--- src/rtl/complex_to_mag_pkg.sv ---
// complex_to_mag_pkg: estimator mode encodings and width helpers
// shared by the magnitude pipeline and its peak tracker.
package complex_to_mag_pkg;

    typedef enum logic [1:0] {
        MODE_L1   = 2'd0,
        MODE_AMBM = 2'd1,
        MODE_LINF = 2'd2,
        MODE_SQ   = 2'd3
    } mode_e;

    // Result width of the linear estimators (modes 0-2).
    function automatic int lin_w(input int w);
        return w + 1;
    endfunction

    // Exact width of Re^2 + Im^2 for w-bit signed inputs.
    function automatic int sq_w(input int w);
        return 2 * w;
    endfunction

    // Low bits dropped when the linear result is wider than the output.
    function automatic int drop_w(input int lw, input int mw);
        return (mw < lw) ? lw - mw : 0;
    endfunction

endpackage

--- src/rtl/complex_to_mag_pipe_if.sv ---
// complex_to_mag_pipe_if: valid/ready stream bundle (tdata, tlast).
// master drives valid/data/last, slave drives ready.
interface complex_to_mag_pipe_if #(
    parameter int DW = 48
);
    logic          tvalid;
    logic          tready;
    logic [DW-1:0] tdata;
    logic          tlast;

    modport master (output tvalid, output tdata, output tlast, input tready);
    modport slave  (input tvalid, input tdata, input tlast, output tready);
endinterface

--- src/rtl/c2m_peak_tracker.sv ---
// c2m_peak_tracker: per-frame strongest-bin search on the output stream.
// Ports: fire/last/mag from the output handshake; peak_valid/mag/idx out.
module c2m_peak_tracker #(
    parameter int MAG_WIDTH = 24,
    parameter int IDX_WIDTH = 10
) (
    input  logic                 clk_50m,
    input  logic                 rst_n,
    input  logic                 fire,
    input  logic                 last,
    input  logic [MAG_WIDTH-1:0] mag,
    output logic                 peak_valid,
    output logic [MAG_WIDTH-1:0] peak_mag,
    output logic [IDX_WIDTH-1:0] peak_idx
);

    logic [IDX_WIDTH-1:0] bin;
    logic [MAG_WIDTH-1:0] run_mag;
    logic [IDX_WIDTH-1:0] run_idx;
    logic                 take;
    logic [MAG_WIDTH-1:0] best_mag;
    logic [IDX_WIDTH-1:0] best_idx;

    // Bin 0 always loads; strict compare keeps the earlier bin on ties.
    assign take     = (bin == '0) || (mag > run_mag);
    assign best_mag = take ? mag : run_mag;
    assign best_idx = take ? bin : run_idx;

    always_ff @(posedge clk_50m or negedge rst_n) begin
        if (!rst_n) begin
            bin        <= '0;
            run_mag    <= '0;
            run_idx    <= '0;
            peak_valid <= 1'b0;
            peak_mag   <= '0;
            peak_idx   <= '0;
        end else begin
            peak_valid <= 1'b0;
            if (fire) begin
                if (last) begin
                    peak_valid <= 1'b1;
                    peak_mag   <= best_mag;
                    peak_idx   <= best_idx;
                    bin        <= '0;
                    run_mag    <= '0;
                    run_idx    <= '0;
                end else begin
                    bin     <= bin + 1'b1;
                    run_mag <= best_mag;
                    run_idx <= best_idx;
                end
            end
        end
    end

endmodule

--- src/rtl/complex_to_mag_pipe.sv ---
// complex_to_mag_pipe: 3-stage {Re,Im} -> magnitude pipeline with
// per-frame estimator select (cfg_mode), s_axis in, m_axis out, peak_* out.
module complex_to_mag_pipe
    import complex_to_mag_pkg::*;
#(
    parameter int RE_IM_WIDTH = 24,
    parameter int MAG_WIDTH   = 24,
    parameter int IDX_WIDTH   = 10,
    parameter int SQ_SHIFT    = 24
) (
    input  logic                   clk_50m,
    input  logic                   rst_n,
    input  logic [1:0]             cfg_mode,
    complex_to_mag_pipe_if.slave   s_axis,
    complex_to_mag_pipe_if.master  m_axis,
    output logic                   peak_valid,
    output logic [MAG_WIDTH-1:0]   peak_mag,
    output logic [IDX_WIDTH-1:0]   peak_idx
);

    localparam int W    = RE_IM_WIDTH;
    localparam int LW   = lin_w(W);
    localparam int SW   = sq_w(W);
    localparam int EW   = SW + MAG_WIDTH;
    localparam int DROP = drop_w(LW, MAG_WIDTH);

    logic v1, v2, v3;
    logic en1, en2, en3;
    logic s_fire;

    // A stage loads when empty or when the next stage loads this cycle.
    assign en3           = !v3 || m_axis.tready;
    assign en2           = !v2 || en3;
    assign en1           = !v1 || en2;
    assign s_axis.tready = en1;
    assign s_fire        = s_axis.tvalid && en1;

    // Mode is captured on the first beat of each frame.
    logic  fstart;
    mode_e fmode;
    mode_e in_mode;

    assign in_mode = fstart ? mode_e'(cfg_mode) : fmode;

    always_ff @(posedge clk_50m or negedge rst_n) begin
        if (!rst_n) begin
            fstart <= 1'b1;
            fmode  <= MODE_L1;
        end else if (s_fire) begin
            fstart <= s_axis.tlast;
            if (fstart) fmode <= mode_e'(cfg_mode);
        end
    end

    // S1: absolute values; -2^(W-1) maps to 2^(W-1) as W-bit unsigned.
    logic [W-1:0] re_in, im_in, re_abs, im_abs;
    logic [W-1:0] a1, b1;
    logic         l1;
    mode_e        m1;

    assign re_in  = s_axis.tdata[2*W-1:W];
    assign im_in  = s_axis.tdata[W-1:0];
    assign re_abs = re_in[W-1] ? ~re_in + 1'b1 : re_in;
    assign im_abs = im_in[W-1] ? ~im_in + 1'b1 : im_in;

    always_ff @(posedge clk_50m or negedge rst_n) begin
        if (!rst_n) begin
            v1 <= 1'b0;
            a1 <= '0;
            b1 <= '0;
            l1 <= 1'b0;
            m1 <= MODE_L1;
        end else if (en1) begin
            v1 <= s_axis.tvalid;
            a1 <= re_abs;
            b1 <= im_abs;
            l1 <= s_axis.tlast;
            m1 <= in_mode;
        end
    end

    // S2: estimator, carried at full square width.
    logic [W-1:0]  mx, mn;
    logic [SW-1:0] est, e2;
    logic          l2;
    mode_e         m2;

    assign mx = (a1 >= b1) ? a1 : b1;
    assign mn = (a1 >= b1) ? b1 : a1;

    always_comb begin
        est = '0;
        unique case (m1)
            MODE_L1:   est = SW'(a1) + SW'(b1);
            MODE_AMBM: est = SW'(mx) + SW'(mn >> 1);
            MODE_LINF: est = SW'(mx);
            MODE_SQ:   est = SW'(a1) * SW'(a1) + SW'(b1) * SW'(b1);
        endcase
    end

    always_ff @(posedge clk_50m or negedge rst_n) begin
        if (!rst_n) begin
            v2 <= 1'b0;
            e2 <= '0;
            l2 <= 1'b0;
            m2 <= MODE_L1;
        end else if (en2) begin
            v2 <= v1;
            e2 <= est;
            l2 <= l1;
            m2 <= m1;
        end
    end

    // S3: scale linear results to the top bits, saturate the square.
    logic [EW-1:0]        sq_sh;
    logic [LW-1:0]        lin;
    logic                 sat;
    logic [MAG_WIDTH-1:0] mag_nx, d3;
    logic                 l3;

    assign sq_sh = EW'(e2) >> SQ_SHIFT;
    assign sat   = sq_sh > EW'({MAG_WIDTH{1'b1}});
    assign lin   = e2[LW-1:0];

    always_comb begin
        mag_nx = MAG_WIDTH'(lin >> DROP);
        if (m2 == MODE_SQ) mag_nx = sat ? '1 : sq_sh[MAG_WIDTH-1:0];
    end

    always_ff @(posedge clk_50m or negedge rst_n) begin
        if (!rst_n) begin
            v3 <= 1'b0;
            d3 <= '0;
            l3 <= 1'b0;
        end else if (en3) begin
            v3 <= v2;
            d3 <= mag_nx;
            l3 <= l2;
        end
    end

    assign m_axis.tvalid = v3;
    assign m_axis.tdata  = d3;
    assign m_axis.tlast  = l3;

    c2m_peak_tracker #(
        .MAG_WIDTH (MAG_WIDTH),
        .IDX_WIDTH (IDX_WIDTH)
    ) u_peak (
        .clk_50m    (clk_50m),
        .rst_n      (rst_n),
        .fire       (v3 && m_axis.tready),
        .last       (l3),
        .mag        (d3),
        .peak_valid (peak_valid),
        .peak_mag   (peak_mag),
        .peak_idx   (peak_idx)
    );

endmodule

--- src/flat_wrapper.sv ---
// flat-port wrapper written by rule: the top's interface ports become plain ports
module complex_to_mag_pipe_flat import complex_to_mag_pkg::*;
#(
    parameter int RE_IM_WIDTH = 24,
    parameter int MAG_WIDTH   = 24,
    parameter int IDX_WIDTH   = 10,
    parameter int SQ_SHIFT    = 24
)
  (clk_50m, rst_n, cfg_mode, peak_valid, peak_mag, peak_idx, s_axis_tvalid, s_axis_tdata, s_axis_tlast, s_axis_tready, m_axis_tvalid, m_axis_tdata, m_axis_tlast, m_axis_tready);
  complex_to_mag_pipe_if #(.DW(48)) s_axis_i ();
  complex_to_mag_pipe_if #(.DW(24)) m_axis_i ();
  input  logic clk_50m;
  input  logic rst_n;
  input  logic [1:0] cfg_mode;
  output logic peak_valid;
  output logic [MAG_WIDTH-1:0] peak_mag;
  output logic [IDX_WIDTH-1:0] peak_idx;
  input wire logic [$bits(s_axis_i.tvalid)-1:0] s_axis_tvalid;
  input wire logic [$bits(s_axis_i.tdata)-1:0] s_axis_tdata;
  input wire logic [$bits(s_axis_i.tlast)-1:0] s_axis_tlast;
  output wire logic [$bits(s_axis_i.tready)-1:0] s_axis_tready;
  output wire logic [$bits(m_axis_i.tvalid)-1:0] m_axis_tvalid;
  output wire logic [$bits(m_axis_i.tdata)-1:0] m_axis_tdata;
  output wire logic [$bits(m_axis_i.tlast)-1:0] m_axis_tlast;
  input wire logic [$bits(m_axis_i.tready)-1:0] m_axis_tready;
  assign s_axis_i.tvalid = s_axis_tvalid;
  assign s_axis_i.tdata = s_axis_tdata;
  assign s_axis_i.tlast = s_axis_tlast;
  assign s_axis_tready = s_axis_i.tready;
  assign m_axis_tvalid = m_axis_i.tvalid;
  assign m_axis_tdata = m_axis_i.tdata;
  assign m_axis_tlast = m_axis_i.tlast;
  assign m_axis_i.tready = m_axis_tready;
  complex_to_mag_pipe #(.RE_IM_WIDTH(RE_IM_WIDTH), .MAG_WIDTH(MAG_WIDTH), .IDX_WIDTH(IDX_WIDTH), .SQ_SHIFT(SQ_SHIFT)) u_core (.clk_50m(clk_50m), .rst_n(rst_n), .cfg_mode(cfg_mode), .s_axis(s_axis_i), .m_axis(m_axis_i), .peak_valid(peak_valid), .peak_mag(peak_mag), .peak_idx(peak_idx));
endmodule
--- config.mk ---
export PLATFORM = sky130hd
export DESIGN_NAME = complex_to_mag_pipe_flat
export DESIGN_NICKNAME = d
export VERILOG_FILES = /design/src/rtl/complex_to_mag_pkg.sv /design/src/rtl/complex_to_mag_pipe_if.sv /design/src/rtl/c2m_peak_tracker.sv /design/src/rtl/complex_to_mag_pipe.sv /design/src/flat_wrapper.sv
export SDC_FILE = /design/constraint.sdc
export NUM_CORES = 2
export LEC_CHECK = 0
export ABC_AREA = 1
export CAP_MARGIN = 10
export CORE_AREA = 2 2 409 411
export CTS_BUF_LIST = sky130_fd_sc_hd__clkbuf_8
export CTS_CLUSTER_DIAMETER = 120
export DETAILED_ROUTE_END_ITERATION = 8
export DIE_AREA = 0 0 411 413
export HOLD_SLACK_MARGIN = 0.03
export PLACE_DENSITY = 0.44
export SLEW_MARGIN = 5
export SYNTH_ARGS = -nofsm -noshare
export SYNTH_HDL_FRONTEND = slang
export SYNTH_HIERARCHICAL = 1
export SYNTH_SLANG_ARGS = --single-unit
--- constraint.sdc ---
create_clock -name clk_50m -period 7.54 [get_ports clk_50m]
set_input_delay 2.262 -clock clk_50m [delete_from_list [all_inputs] [get_ports clk_50m]]
set_output_delay 2.262 -clock clk_50m [all_outputs]
set_load 0.01 [all_outputs]
==> impl_metrics.yaml <==
cells_and_area:
  postLayoutCellArea_um2: 59380
  nets: 7985
  multiInputGateArea_um2: 36410
  register_area_um2: 5303
  fin_cells: 8805
  nFillCells: 17500
  layout-drive-gt1-share: 0.1776
  syn_to_final_growth_pct: 24.65
  fin_util: 0.3579
clock_network:
  worstSkewPairLatency_ns: 0.74
  cts_buffer_depth: 3
  cts_buffers: 48
  cts_tree: "built"
  htreeDepth: 2
  path_clk_slew_ns: 0.06
  clockRootBuffer: "clkbuf_8"
  postCtsHoldBufs: 0
  cts.sinks: 211
sta:
  finalClockSkew_ns: 0.08586
  hold_ws_ns: 0.4722
  period_share: 1.011
  drv_slew: 0
  rsz0062_at_grt: "yes"
  max_freq_mhz: 131.2
  setup_violations: 6
  hold_viol: 0
  maxSlewHeadroom: 0.3147
  timing.final.ws_setup_ns: -0.08153
  min_period_ns: 7.622
  worstMarginPinSlew_ns: 1.028
die:
  initial_utilization: 0.2871
  dieArea_um2: 169700
  die_w_um: 411
  io_pins: 117
  core_um2: 165900
  die_h_um: 413
  rows: 150
grt:
  grt_remaining_overflow: 0
  grt_pass1_vias: 41830
  grt_pass1_wl_mm: 250.2
  grt_max_degree: 90
  antenna_found_initial: 6
  grt_usage: 0.1920
run_status:
  failed_checks: "setup timing"
  status: "finished, violations left"
min_path:
  worstHoldEndpoint: "u_core/m_axis.tlast$_DFFE_PN0P_"
  hold_path_class: "reg -> reg"
  hold_path_startpoint: "u_core/l2$_DFFE_PN0P_"
  whs_path_depth: 2
critical_path:
  path_delay_family: "adder cells"
  cp_common_cell: "fa_1"
  ff2ff_setup_slack_ns: -0.08
  cp-start-kind: "flip-flop"
  crit_required_ns: 8.13
  arrival_ns: 8.21
  r2r-end: "u_core/e2[46]$_DFFE_PN0P_"
  end_kind: "flip-flop"
  crit_type: "reg -> reg"
  crit_slowest_cell: "fa_1"
  cp-startpoint: "u_core/b1[14]$_DFFE_PN0N_"
  timing.rr.start: "u_core/b1[14]$_DFFE_PN0N_"
  path_buf_inv: 10
  cp_max_fo: 7
  reg2regPathDepth: 32
  slowest_delay_ns: 0.60
routing:
  drt-total-wl_mm: 158.2
  drtPass1Iterations: 5
  drt-initial-drc-count: 2191
  viasPerCell: 4.377
  ant_nets: 0
  post_drt_wl_per_cell_um: 17.96
  vias: 38540
  remaining_drc_errors: 0
synthesis:
  ys_warn_count: 6
  syn_area_um2: 47640
  ys_seq_area_frac: 0.1109
  synth_area_per_cell_um2: 8.047
  yosysUniqueCellTypes: 53
  netlist_instances: 5920
  synth.top_cell.area_share: 0.3933
  ys_ff_latch: 211
  synth_area_leaders: "fa_1, inv_1, ha_1"
  yosys.area.top_type: "fa_1"
  syn-num-nets: 7344
placement:
  dp_hpwl_mm: 132.3
  post-place-cells: 8609
  port_buffers: 116
  post_dp_cell_area_um2: 55680
  gp_congestion: 0.9019
job:
  drv_cap: 0
[area by class of cell]
type,count,area share
clock inverters,31,0.004573
clock buffers,56,0.01298
well taps,2204,0.04644
repair buffers,807,0.1247
flip-flops and latches,211,0.08930
inverters,1718,0.1086
diodes,3,0.0001264
multi-input cells,3775,0.6132
[synth_stat cells (all sizes together)]
cell     instances
nand3b           6
nor3            30
nor4             7
a41oi            2
and3             3
xor2            51
fa             936
o31ai            3
o211ai           8
o2111ai          1
o22ai            5
ha             433
o221ai           2
clkbuf         191
o21ai          243
o22a             1
o211a            1
o41ai            2
a21oi          164
nand2b           1
inv           1716
o21a            14
or2             18
a21boi           3
a31o             2
buf             25
nand4           15
nor2           243
o21bai          10
nand2         1311
a211oi           1
dfrtp          210
xnor2           34
a21o            21
dfstp            1
clkinv           2
a31oi           39
nand3          165
[metrics by stage]
stage,worst slack (ns),TNS [ns]
floorplan,0.1161,0
global placement,-0.6491,-10.74
detailed placement,-0.6300,-11.41
CTS,-0.1379,-0.7034
global route,-0.3281,-4.508
finish,-0.08153,-0.3090
[kinds of logic after synthesis]
| group | synth area share |
|---|---|
| flops | 0.1109 |
| xor+xnor | 0.01563 |
| fa+ha+maj | 0.5071 |
| simple gates | 0.1524 |
| compound gates | 0.06036 |
| buf+inv | 0.1537 |
[routing by layer]
layer	track usage	part of all wire
met3	0.01857	0.039
met2	0.3218	0.47
met5	0	0
met1	0.2710	0.47
met4	0.03328	0.019
[how the worst max path moves through the flow]
stage / end / cells past startpoint
floorplan: u_core/e2[47]$_DFFE_PN0P_ / 30
global placement: u_core/e2[47]$_DFFE_PN0P_ / 27
detailed placement: u_core/e2[47]$_DFFE_PN0P_ / 27
CTS: u_core/e2[23]$_DFFE_PN0P_ / 34
global route: u_core/e2[46]$_DFFE_PN0P_ / 33
finish: u_core/e2[46]$_DFFE_PN0P_ / 32
[sequential cells by signal, indices dropped and copies added, names as in the netlist]
register	cells
u_core/u_peak/peak_idx	10
u_core/fmode	2
u_core/m_axis.tlast	1
u_core/v1	1
u_core/u_peak/peak_valid	1
u_core/m1	2
u_core/m_axis.tdata	24
u_core/m_axis.tvalid	1
u_core/l1	1
u_core/u_peak/run_idx	10
u_core/u_peak/bin	10
u_core/fstart	1
u_core/b1	24
u_core/a1	24
u_core/e2	47
u_core/m2	2
u_core/u_peak/peak_mag	24
u_core/l2	1
u_core/v2	1
u_core/u_peak/run_mag	24
[worst min-delay path: stages, from the launching register on]
cell and delay (ns):
dfrtp_1 0.34, nand2_1 0.06, nand2_1 0.05
[cell usage in the layout, fill, tap and decap left out, types with 44 or more instances in the layout]
master and instances:
fa_1 878, inv_2 77, buf_12 62, nand3_1 152, o21ai_1 47, buf_4 576
inv_1 1654, clkdlybuf4s50_1 115, a21oi_1 131, dfrtp_1 193, nand2_1 1233, clkbuf_8 56
buf_6 44, ha_1 403, o21ai_0 179, xor2_1 50, fa_2 58, nand2_2 59
nor2_1 208
[timing repair]
action,in CTS,in global routing
resized for setup,174,331
buffers inserted,52,54
gates cloned,2,2
endpoints found under the setup margin,35,37
pin swaps,52,207
Power is not shown: default switching activity piles up to over one toggle a cycle in this logic, so the estimate is an artifact.
